[src/rtl/pattern_detect_ctrl.sv]
// Programmable serial pattern detector with IDLE/RUN/DONE control and hit counting.
// y registers on the edge accepting the completing bit; no backpressure. NON_OVERLAP_EN restarts fill after each hit.
module pattern_detect_ctrl #(
  parameter int MAX_LEN = 8,
  parameter int CNT_W   = 8
) (
  input  logic                           clk,
  input  logic                           reset,
  input  logic                           cfg_load,
  input  logic [MAX_LEN-1:0]             cfg_pattern,
  input  logic [$clog2(MAX_LEN+1)-1:0]   cfg_len,
  input  logic [CNT_W-1:0]               cfg_target,
  input  logic                           start,
  input  logic                           abort,
  input  logic                           din,
  input  logic                           din_valid,
  output logic                           y,
  output logic [CNT_W-1:0]               hit_count,
  output logic                           busy,
  output logic                           done,
  output logic                           cfg_err
);

  localparam int LEN_W = $clog2(MAX_LEN+1);

  typedef enum logic [1:0] {S_IDLE, S_RUN, S_DONE} state_t;

  state_t             r_state;
  logic [MAX_LEN-1:0] r_pattern;
  logic [LEN_W-1:0]   r_len;
  logic [CNT_W-1:0]   r_target;
  logic [MAX_LEN-1:0] r_shift;
  logic [LEN_W-1:0]   r_fill;
  logic               r_y;
  logic [CNT_W-1:0]   r_hit;
  logic               r_busy;
  logic               r_done;
  logic               r_cfg_err;

  logic [MAX_LEN-1:0] w_shift_nxt;
  logic [LEN_W-1:0]   w_fill_nxt;
  logic [MAX_LEN-1:0] w_mask;
  logic               w_match;
  logic [CNT_W-1:0]   w_hit_nxt;
  logic               w_cfg_ok;

  assign y         = r_y;
  assign hit_count = r_hit;
  assign busy      = r_busy;
  assign done      = r_done;
  assign cfg_err   = r_cfg_err;

  // Match is judged on the value the shift register takes on this edge.
  always_comb begin
    w_shift_nxt = {r_shift[MAX_LEN-2:0], din};
    w_fill_nxt  = (r_fill == LEN_W'(MAX_LEN)) ? r_fill : r_fill + 1'b1;
    w_mask      = '0;
    for (int i = 0; i < MAX_LEN; i++) begin
      w_mask[i] = (LEN_W'(i) < r_len);
    end
    w_match   = (w_fill_nxt >= r_len) && (((w_shift_nxt ^ r_pattern) & w_mask) == '0);
    w_hit_nxt = (&r_hit) ? r_hit : r_hit + 1'b1;
    w_cfg_ok  = (cfg_len != '0) && (cfg_len <= LEN_W'(MAX_LEN));
  end

  always_ff @(posedge clk or posedge reset) begin
    if (reset) begin
      r_state   <= S_IDLE;
      r_pattern <= MAX_LEN'(6'b001001);
      r_len     <= LEN_W'(6);
      r_target  <= '0;
      r_shift   <= '0;
      r_fill    <= '0;
      r_y       <= 1'b0;
      r_hit     <= '0;
      r_busy    <= 1'b0;
      r_done    <= 1'b0;
      r_cfg_err <= 1'b0;
    end else if (abort) begin
      r_state <= S_IDLE;
      r_y     <= 1'b0;
      r_busy  <= 1'b0;
      r_done  <= 1'b0;
    end else begin
      case (r_state)
        S_IDLE: begin
          r_y <= 1'b0;
          if (cfg_load) begin
            if (w_cfg_ok) begin
              r_pattern <= cfg_pattern;
              r_len     <= cfg_len;
              r_target  <= cfg_target;
              r_cfg_err <= 1'b0;
            end else begin
              r_cfg_err <= 1'b1;
            end
          end
          if (start) begin
            r_state <= S_RUN;
            r_hit   <= '0;
            r_shift <= '0;
            r_fill  <= '0;
            r_busy  <= 1'b1;
          end
        end
        S_RUN: begin
          r_y <= 1'b0;
          if (din_valid) begin
            r_shift <= w_shift_nxt;
            r_fill  <= w_fill_nxt;
            if (w_match) begin
              r_y   <= 1'b1;
              r_hit <= w_hit_nxt;
`ifdef NON_OVERLAP_EN
              r_fill <= '0;
`else
              r_fill <= w_fill_nxt;
`endif
              if ((r_target != '0) && (w_hit_nxt == r_target)) begin
                r_state <= S_DONE;
                r_busy  <= 1'b0;
                r_done  <= 1'b1;
              end
            end
          end
        end
        default: begin
          r_y <= 1'b0;
          if (start) begin
            r_state <= S_RUN;
            r_hit   <= '0;
            r_shift <= '0;
            r_fill  <= '0;
            r_busy  <= 1'b1;
            r_done  <= 1'b0;
          end
        end
      endcase
    end
  end

endmodule

[config.mk]
export PLATFORM = sky130hd
export DESIGN_NAME = pattern_detect_ctrl
export DESIGN_NICKNAME = d
export VERILOG_FILES = /design/src/rtl/pattern_detect_ctrl.sv
export SDC_FILE = /design/constraint.sdc
export NUM_CORES = 1
export LEC_CHECK = 0
export CAP_MARGIN = 20
export CORE_ASPECT_RATIO = 0.7
export CORE_MARGIN = 5
export CORE_UTILIZATION = 56
export CTS_BUF_LIST = sky130_fd_sc_hd__clkbuf_4 sky130_fd_sc_hd__clkbuf_8
export DETAILED_ROUTE_END_ITERATION = 10
export GPL_TIMING_DRIVEN = 0
export PLACE_DENSITY_LB_ADDON = 0.2
export SYNTH_ARGS = -nofsm -noshare
export SYNTH_HDL_FRONTEND = slang
export SYNTH_SLANG_ARGS = --single-unit
export TNS_END_PERCENT = 50
[constraint.sdc]
create_clock -name clk -period 3.1 [get_ports clk]
set_input_delay 0.31 -clock clk [delete_from_list [all_inputs] [get_ports clk]]
set_output_delay 0.31 -clock clk [all_outputs]
set_load 0.02 [all_outputs]
==> run metrics <==
Starting Density about three fifths; PwrDens slightly below 500 mW/mm^2; initial antenna violation count 0; Reg clk slew, reported paths approximately 80 ps; post-synthesis mux area share 9.31%; gr busiest metal met1; endpoints failing setup 0; ys async rst share 100%; synth warn 0; crit end category flip-flop; gr usage total between 20% and 30%; status complete, no violations; Final Wtd Congestion 0.890; Logic pwr share 26.4%; # fillers roughly 350; flop2flop setup slack approximately 360 ps; vias per cell about 5.8; CTS tree built; top cells by area, synth dfrtp_1, mux2_2, xnor2_1, nand2_1, dfstp_2; fmax ~360 MHz; Max-cap violations 0; Crit Path Category reg2reg; Seq/Total Area, Yosys approximately 44%; met1 usage a little under a third; Crit-path slowest cell dfrtp_1; vias in the first global route between 1.5k and 2k; Remaining DRCs 0; post-synthesis cell type count a little under 50; first-pass GRT wire length around 9.5 mm; Hold-fix buffers, CTS 0; Die ar. 0.00595 mm^2; Psw about 0.00046 W; path length in cells of the critical path 13; die height ~66 um; Net Count, Synth 289; nets around 340; post-CTS sizing 0; Tot Pwr around 0.0015 W; Clock Latency Late Sink 290 ps; CP required 3290 ps; reg2reg end hit_count[1]$_DFFE_PP0P_; Placeable Area 0.00433 mm^2; cts bufs inserted 5; Slew @ Worst Pin around 620 ps; clk sink count 44; CP cell instances inv_1 > ha_1 > nand2_1 > nor2_1 > xnor2_1 > ha_1 > nand2b_1 > a21o_1 > a21o_1 > a21oi_1 > nor2_4 > buf_6 > a32o_1; critical path launch point type flip-flop; cell taking the most area after synthesis dfrtp_1; Max Clock Skew between 10 and 15 ps; Final min period around 2700 ps; Synth Area in Adders 3.49%; Register Area 0.00111 mm^2; initial detailed-routing violation count between 150 and 200; largest family of logic cells by synthesized area simple AND/OR/NAND/NOR gates; maximum VDD drop 0.338 mV; post-route setup slack roughly 360 ps; final hold violation count 0; Clk Tree Root Cell clkbuf_8; Clock H-tree levels 2; period utilization between 80% and 90%; r2r startpoint r_fill[0]$_DFFE_PP0P_; critical path arrival ~2900 ps; cell family with most CP delay compound AO/OA/AOI/OAI gates; CTS Buffer Depth 2; part of the power in registers between 50% and 60%; R2R depth 13; worst path buffer plus inverter count 2; chip width between 90 and 100 um; Worst Hold Class in2async; Final ANT Viol Nets 0; Top FF cell, synth dfrtp_1; DRT Wirelength 5.69 mm; share of the synthesized area in the top cell type between 30% and 40%; Compound-Gate Fraction of Synth Area approximately 14%; port bufs 38; P_leak around 1.2 nW; Switching Fraction a little under a third; total negative setup slack 0 ps; M3 GR Usage 5.35%; Worst slew margin between 50 and 60%; postcts setup bufs 0; Row Count 20; Slew Limit Fails 0; RSZ-0062 raised after global routing false; Diodes inserted 0; TritonRoute pass-1 iters 4; largest net degree at the start of global routing 35; routed vias roughly 2.1k; I/O pin cnt 39; Syn Inst Count about 260; Multi-input gate area 0.00131 mm^2; share of layout cells above drive strength 1 around 16%; Int Pwr between 0.001 and 0.0015 W; Area Growth Syn to Fin 21.9%; Setup WS pre-CTS 391 ps; Clk pwr share between 20 and 25%; #FFs+latches synth 44; Worst Path Max Fanout 10; HPWL Detailed 4.35 mm; GRT overflow 0; number of synthesized flops with an enable pin 0; XOR/XNOR Fraction of Synth Area approximately 7.3%; WL/cell between 15 and 20 um; synthesized-area fraction occupied by and/or/nand/nor cells roughly 18%; post-synthesis cell area approximately 0.0025 mm^2; Syn Area/Cell between 9 and 10 um^2; routing usage on met2 28.6%; CP max stage delay ~400 ps
## worst max-delay path by stage
| stage | startpoint | endpoint |
|---|---|---|
| final | r_fill[0]$_DFFE_PP0P_ | hit_count[1]$_DFFE_PP0P_ |
| after global placement | r_fill[0]$_DFFE_PP0P_ | hit_count[1]$_DFFE_PP0P_ |
| after floorplan | r_fill[0]$_DFFE_PP0P_ | hit_count[1]$_DFFE_PP0P_ |
| after global routing | r_fill[0]$_DFFE_PP0P_ | hit_count[7]$_DFFE_PP0P_ |
| after detailed placement | r_fill[0]$_DFFE_PP0P_ | hit_count[1]$_DFFE_PP0P_ |
| after CTS | r_fill[0]$_DFFE_PP0P_ | hit_count[1]$_DFFE_PP0P_ |
## per-layer routing
layer,up-vias,routed length [um]
met4,0,70
met2,92,2400
met3,11,500
met5,-,0
met1,983,2710
li1,985,-
## state kept, by name (all words and copies together) (netlist names)
| register | count |
|---|---|
| cfg_err | 1 |
| done | 1 |
| hit_count | 8 |
| r_fill | 4 |
| r_len | 4 |
| r_pattern | 8 |
| r_shift | 7 |
| r_state | 2 |
| r_target | 8 |
| y | 1 |
## synth_stat cells, drive strengths merged (6+ instances only)
cell type	count
xnor2	20
mux2	19
nor3	8
dfrtp	40
nand3	13
buf	8
ha	7
nand2b	6
nor2	11
nand2	37
inv	9
o21ai	20
a21oi	11
## per-stage QoR
step                      std cells  hold WS, ps  util, %  instance area, um^2
final                           356          278     70.8                 3060
after global routing            356          291     70.8                 3060
after CTS                       356          279     70.8                 3060
after detailed placement        349          479     68.9                 2980
after global placement          348          482     68.4                 2960
after floorplan                 255          377        -                 2510
## cells in the final DEF (no fill, tap or decap), types with 3 or more instances in the layout
master / count
xnor2_1: 20
a31oi_1: 3
dfstp_2: 4
buf_2: 5
clkdlybuf4s50_1: 38
o21a_1: 3
nand3_1: 12
nand2_1: 37
nor3_1: 8
a21o_1: 4
dfrtp_1: 40
mux2_2: 19
a21oi_1: 10
clkbuf_8: 5
nand2b_1: 5
ha_1: 7
inv_1: 8
nor2_1: 9
o21ai_0: 20
## power by group through the flow
stage	logic [W]	clock network, W	registers (W)
4_1_cts	0.000400	0.000353	0.000754
3_5_place_dp	0.000396	0	0.000765
2_1_floorplan	0.000284	0	0.000743
5_1_grt	0.000440	0.000383	0.000767
3_3_place_gp	0.000374	0	0.000760
6_report	0.000396	0.000349	0.000756
## final cells by class
| type | instances | share of cell area [%] |
|---|---|---|
| clock inverter | 1 | 0.163 |
| multi-input combinational | 191 | 42.6 |
| clock buffer | 6 | 2.49 |
| inverter | 9 | 1.10 |
| sequential | 44 | 36.1 |
| tap | 55 | 2.25 |
| timing repair buffer | 39 | 13.1 |
| buffer | 11 | 2.21 |
## kinds of logic after synthesis
family	after synthesis
AND/OR/NAND/NOR	87
AO/OA/AOI/OAI	55
flip-flops	44
XOR/XNOR	21
multiplexers	21
buffers and inverters	20
adder cells (fa/ha/maj)	7
No activity file was read; power rests on OpenSTA's default activity.
==> patch (same flow settings) <==
The 3 states of `state_t` get a one-hot encoding in 3 bits.
--- a/src/rtl/pattern_detect_ctrl.sv
+++ b/src/rtl/pattern_detect_ctrl.sv
@@ -23,7 +23,7 @@
 
   localparam int LEN_W = $clog2(MAX_LEN+1);
 
-  typedef enum logic [1:0] {S_IDLE, S_RUN, S_DONE} state_t;
+  typedef enum logic [2:0] {S_IDLE = 3'b001, S_RUN = 3'b010, S_DONE = 3'b100} state_t;
 
   state_t             r_state;
   logic [MAX_LEN-1:0] r_pattern;
Formal check against the unedited RTL: same outputs for any inputs over 4 cycles, from zero or initial values and one cycle with reset high; so few cycles prove little.
==> patch against the original RTL <==
Hold slack worse by 0.018 ns; sequential cell count is 1 higher; highest routed layer unchanged; largest cell class unchanged; worst setup slack better by 0.039 ns; non-clock buffer count is 2 higher; sequential share of layout area is 0.58 points lower; cell area is 4.0% higher; total power is 13% higher; routed wire length is 3.4% higher; global-route usage hardly changed; sequential power is 4.8% higher; cell count is 2.8% higher; first-iteration DRC count is 23% higher; largest power group unchanged; count of clock-buffer cells in the layout stayed put; synthesized area is 3.8% higher.
==> patch: results (changes against the original RTL) <==
* Outcome: finished, final reports clean
* I/O Buffers at 37 (-2.6%)
* Initial antenna violation count at 0 (unchanged)
* Slew headroom at 53.57% (-4.2 points)
* Peak VDD IR at 349.9 uV (+3.4%)
* R2R Setup Slk at 0.40 ns (+0.04 ns)
* Vias in the first global route at 2068 (+8.7%)
* FILL cells at 339 (-4.2%)
* Clock tree buffer depth at 2 (unchanged)
* Synth Warn # at 0 (unchanged)
* Worst skew pair latency at 0.30 ns
* Largest cells by area after synthesis: dfrtp_1 (38%), mux2_2 (8.2%), xnor2_1 (5.4%)
* Avg WL per Cell at 16.07 microns (+0.59%)
* Overall routing resource usage at 20.46% (+0.045 points)
* Post-synthesis async set-or-reset flop share at 100.0% (unchanged)
* N_diodes at 0 (unchanged)
* Share of cells above drive strength 1 at 17.04% (+0.76 points)
* H-tree depth at 2 (unchanged)
* HP Class: input port to asynchronous set/reset pin
* CTS buffer count at 5 (unchanged)
* DP HPWL at 4568 microns (+4.9%)
* RR Startpoint: r_fill[0]$_DFFE_PP0P_
* Ys flop type: dfrtp_1
* Static Leak at 1.309 nW (+4.8%)
* Pin count of the biggest net entering global routing at 35 (unchanged)
* Worst reg2reg endpoint: hit_count[6]$_DFFE_PP0P_
* Mapped Nets at 299 (+3.5%)
* Synth cell count leaders: dfrtp_1 (40), nand2_1 (33), mux2_2 (19)
* Clk_skew at 0.007399 ns (-0.004670 ns)
* Vias/cell at 5.781 (-0.62%)
* Reg2Reg Depth at 13 (unchanged)
* Placed cell area at 3068 sq um (+2.9%)
* Crit Path Max Fanout at 7 (-3)
* Grt ovf at 0 (unchanged)
* Netlist cell types at 53 (+8.2%)
* Clock root buffer: clkbuf_8
* Number of nets in the layout at 344 (+2.7%)
* Drt first pass iters at 4 (unchanged)
* 1st-iter DRT viols at 227 (+23%)
* Clock transition at path regs at 0.09 ns
* Arrival @ worst endpoint at 2.87 ns (-0.06 ns)
* Sequential-to-total area share from yosys stat at 43.41% (-0.62 points)
* First-pass GRT wire length at 9908 microns (+3.9%)
* GP Congestion at 0.8405 (-5.6%)
-- patch: metrics by stage --
step	total power, W	hold slack [ns]	instances	worst slack (ns)	utilization [%]
final	0.001700	0.2594	366	0.3955	71.95
after global routing	0.001798	0.2809	366	0.2290	71.95
after CTS	0.001702	0.2672	366	0.1756	71.86
after detailed placement	0.001251	0.4982	358	0.1997	69.27
after global placement	0.001222	0.4720	357	0.3066	68.81
after floorplan	0.001102	0.4268	265	0.5743	-
-- patch: timing repair --
action,in CTS,in global routing
endpoints found under the setup margin,0,1
gates resized for setup,0,1
setup buffers,0,0
-- patch: cell families (layout without fill, tap and decap cells) --
| family | Yosys count | in the layout | synth area share [%] |
|---|---|---|---|
| and+or+nand+nor | 89 | 89 | 18.03 |
| adders and majority gates | 7 | 7 | 3.357 |
| muxes | 21 | 21 | 8.969 |
| buffers and inverters | 22 | 68 | 3.885 |
| DFF | 45 | 45 | 43.41 |
| xor gates and xnor gates | 20 | 20 | 6.714 |
| AOI/OAI and AO/OA | 61 | 61 | 15.64 |
-- patch: worst max-delay path, cell delays in order, from the launching register on --
cell,delay [ns]
dfrtp_1,0.43
inv_1,0.12
ha_1,0.15
nand2_1,0.07
nor2_1,0.12
xnor2_1,0.16
ha_1,0.26
nand2b_1,0.14
a21o_1,0.17
a21o_1,0.18
a21oi_2,0.32
nor2_2,0.16
a41oi_1,0.22
a21oi_1,0.06
-- patch: area by class of cell --
class	instances	area share, %
tap	55	2.159
buffer	14	2.238
timing repair buffer	38	12.25
clock inverter	2	1.217
clock buffer	6	2.395
sequential	45	35.53
inverter	8	0.9423
multi-input combinational	198	43.27
-- patch: layer usage --
metal  track usage (%)  vias to the layer above  share of wire (%)
li1                  -                     1042                  -
met1             30.73                      996                 51
met2             29.03                       70                 41
met3             5.079                        8                7.5
met4             5.827                        0               0.88
met5                 0                        -                  0
-- patch: how the worst max path moves through the flow --
stage / from / end / slack [ns]
floorplan: r_fill[0]$_DFFE_PP0P_ / r_state[1]$_DFFE_PP0P_ / 0.57
global placement: r_fill[0]$_DFFE_PP0P_ / hit_count[1]$_DFFE_PP0P_ / 0.31
detailed placement: r_fill[0]$_DFFE_PP0P_ / hit_count[6]$_DFFE_PP0P_ / 0.20
CTS: r_fill[0]$_DFFE_PP0P_ / hit_count[6]$_DFFE_PP0P_ / 0.18
global route: r_fill[0]$_DFFE_PP0P_ / hit_count[6]$_DFFE_PP0P_ / 0.23
finish: r_fill[0]$_DFFE_PP0P_ / hit_count[6]$_DFFE_PP0P_ / 0.40
-- patch: power breakdown --
| group | internal (W) | switching (W) | total, W |
|---|---|---|---|
| Sequential | 0.000687 | 0.000104 | 0.000792 |
| Combinational | 0.000238 | 0.000217 | 0.000455 |
| Clock | 0.000251 | 0.000202 | 0.000453 |
| Total | 0.00118 | 0.000524 | 0.00170 |
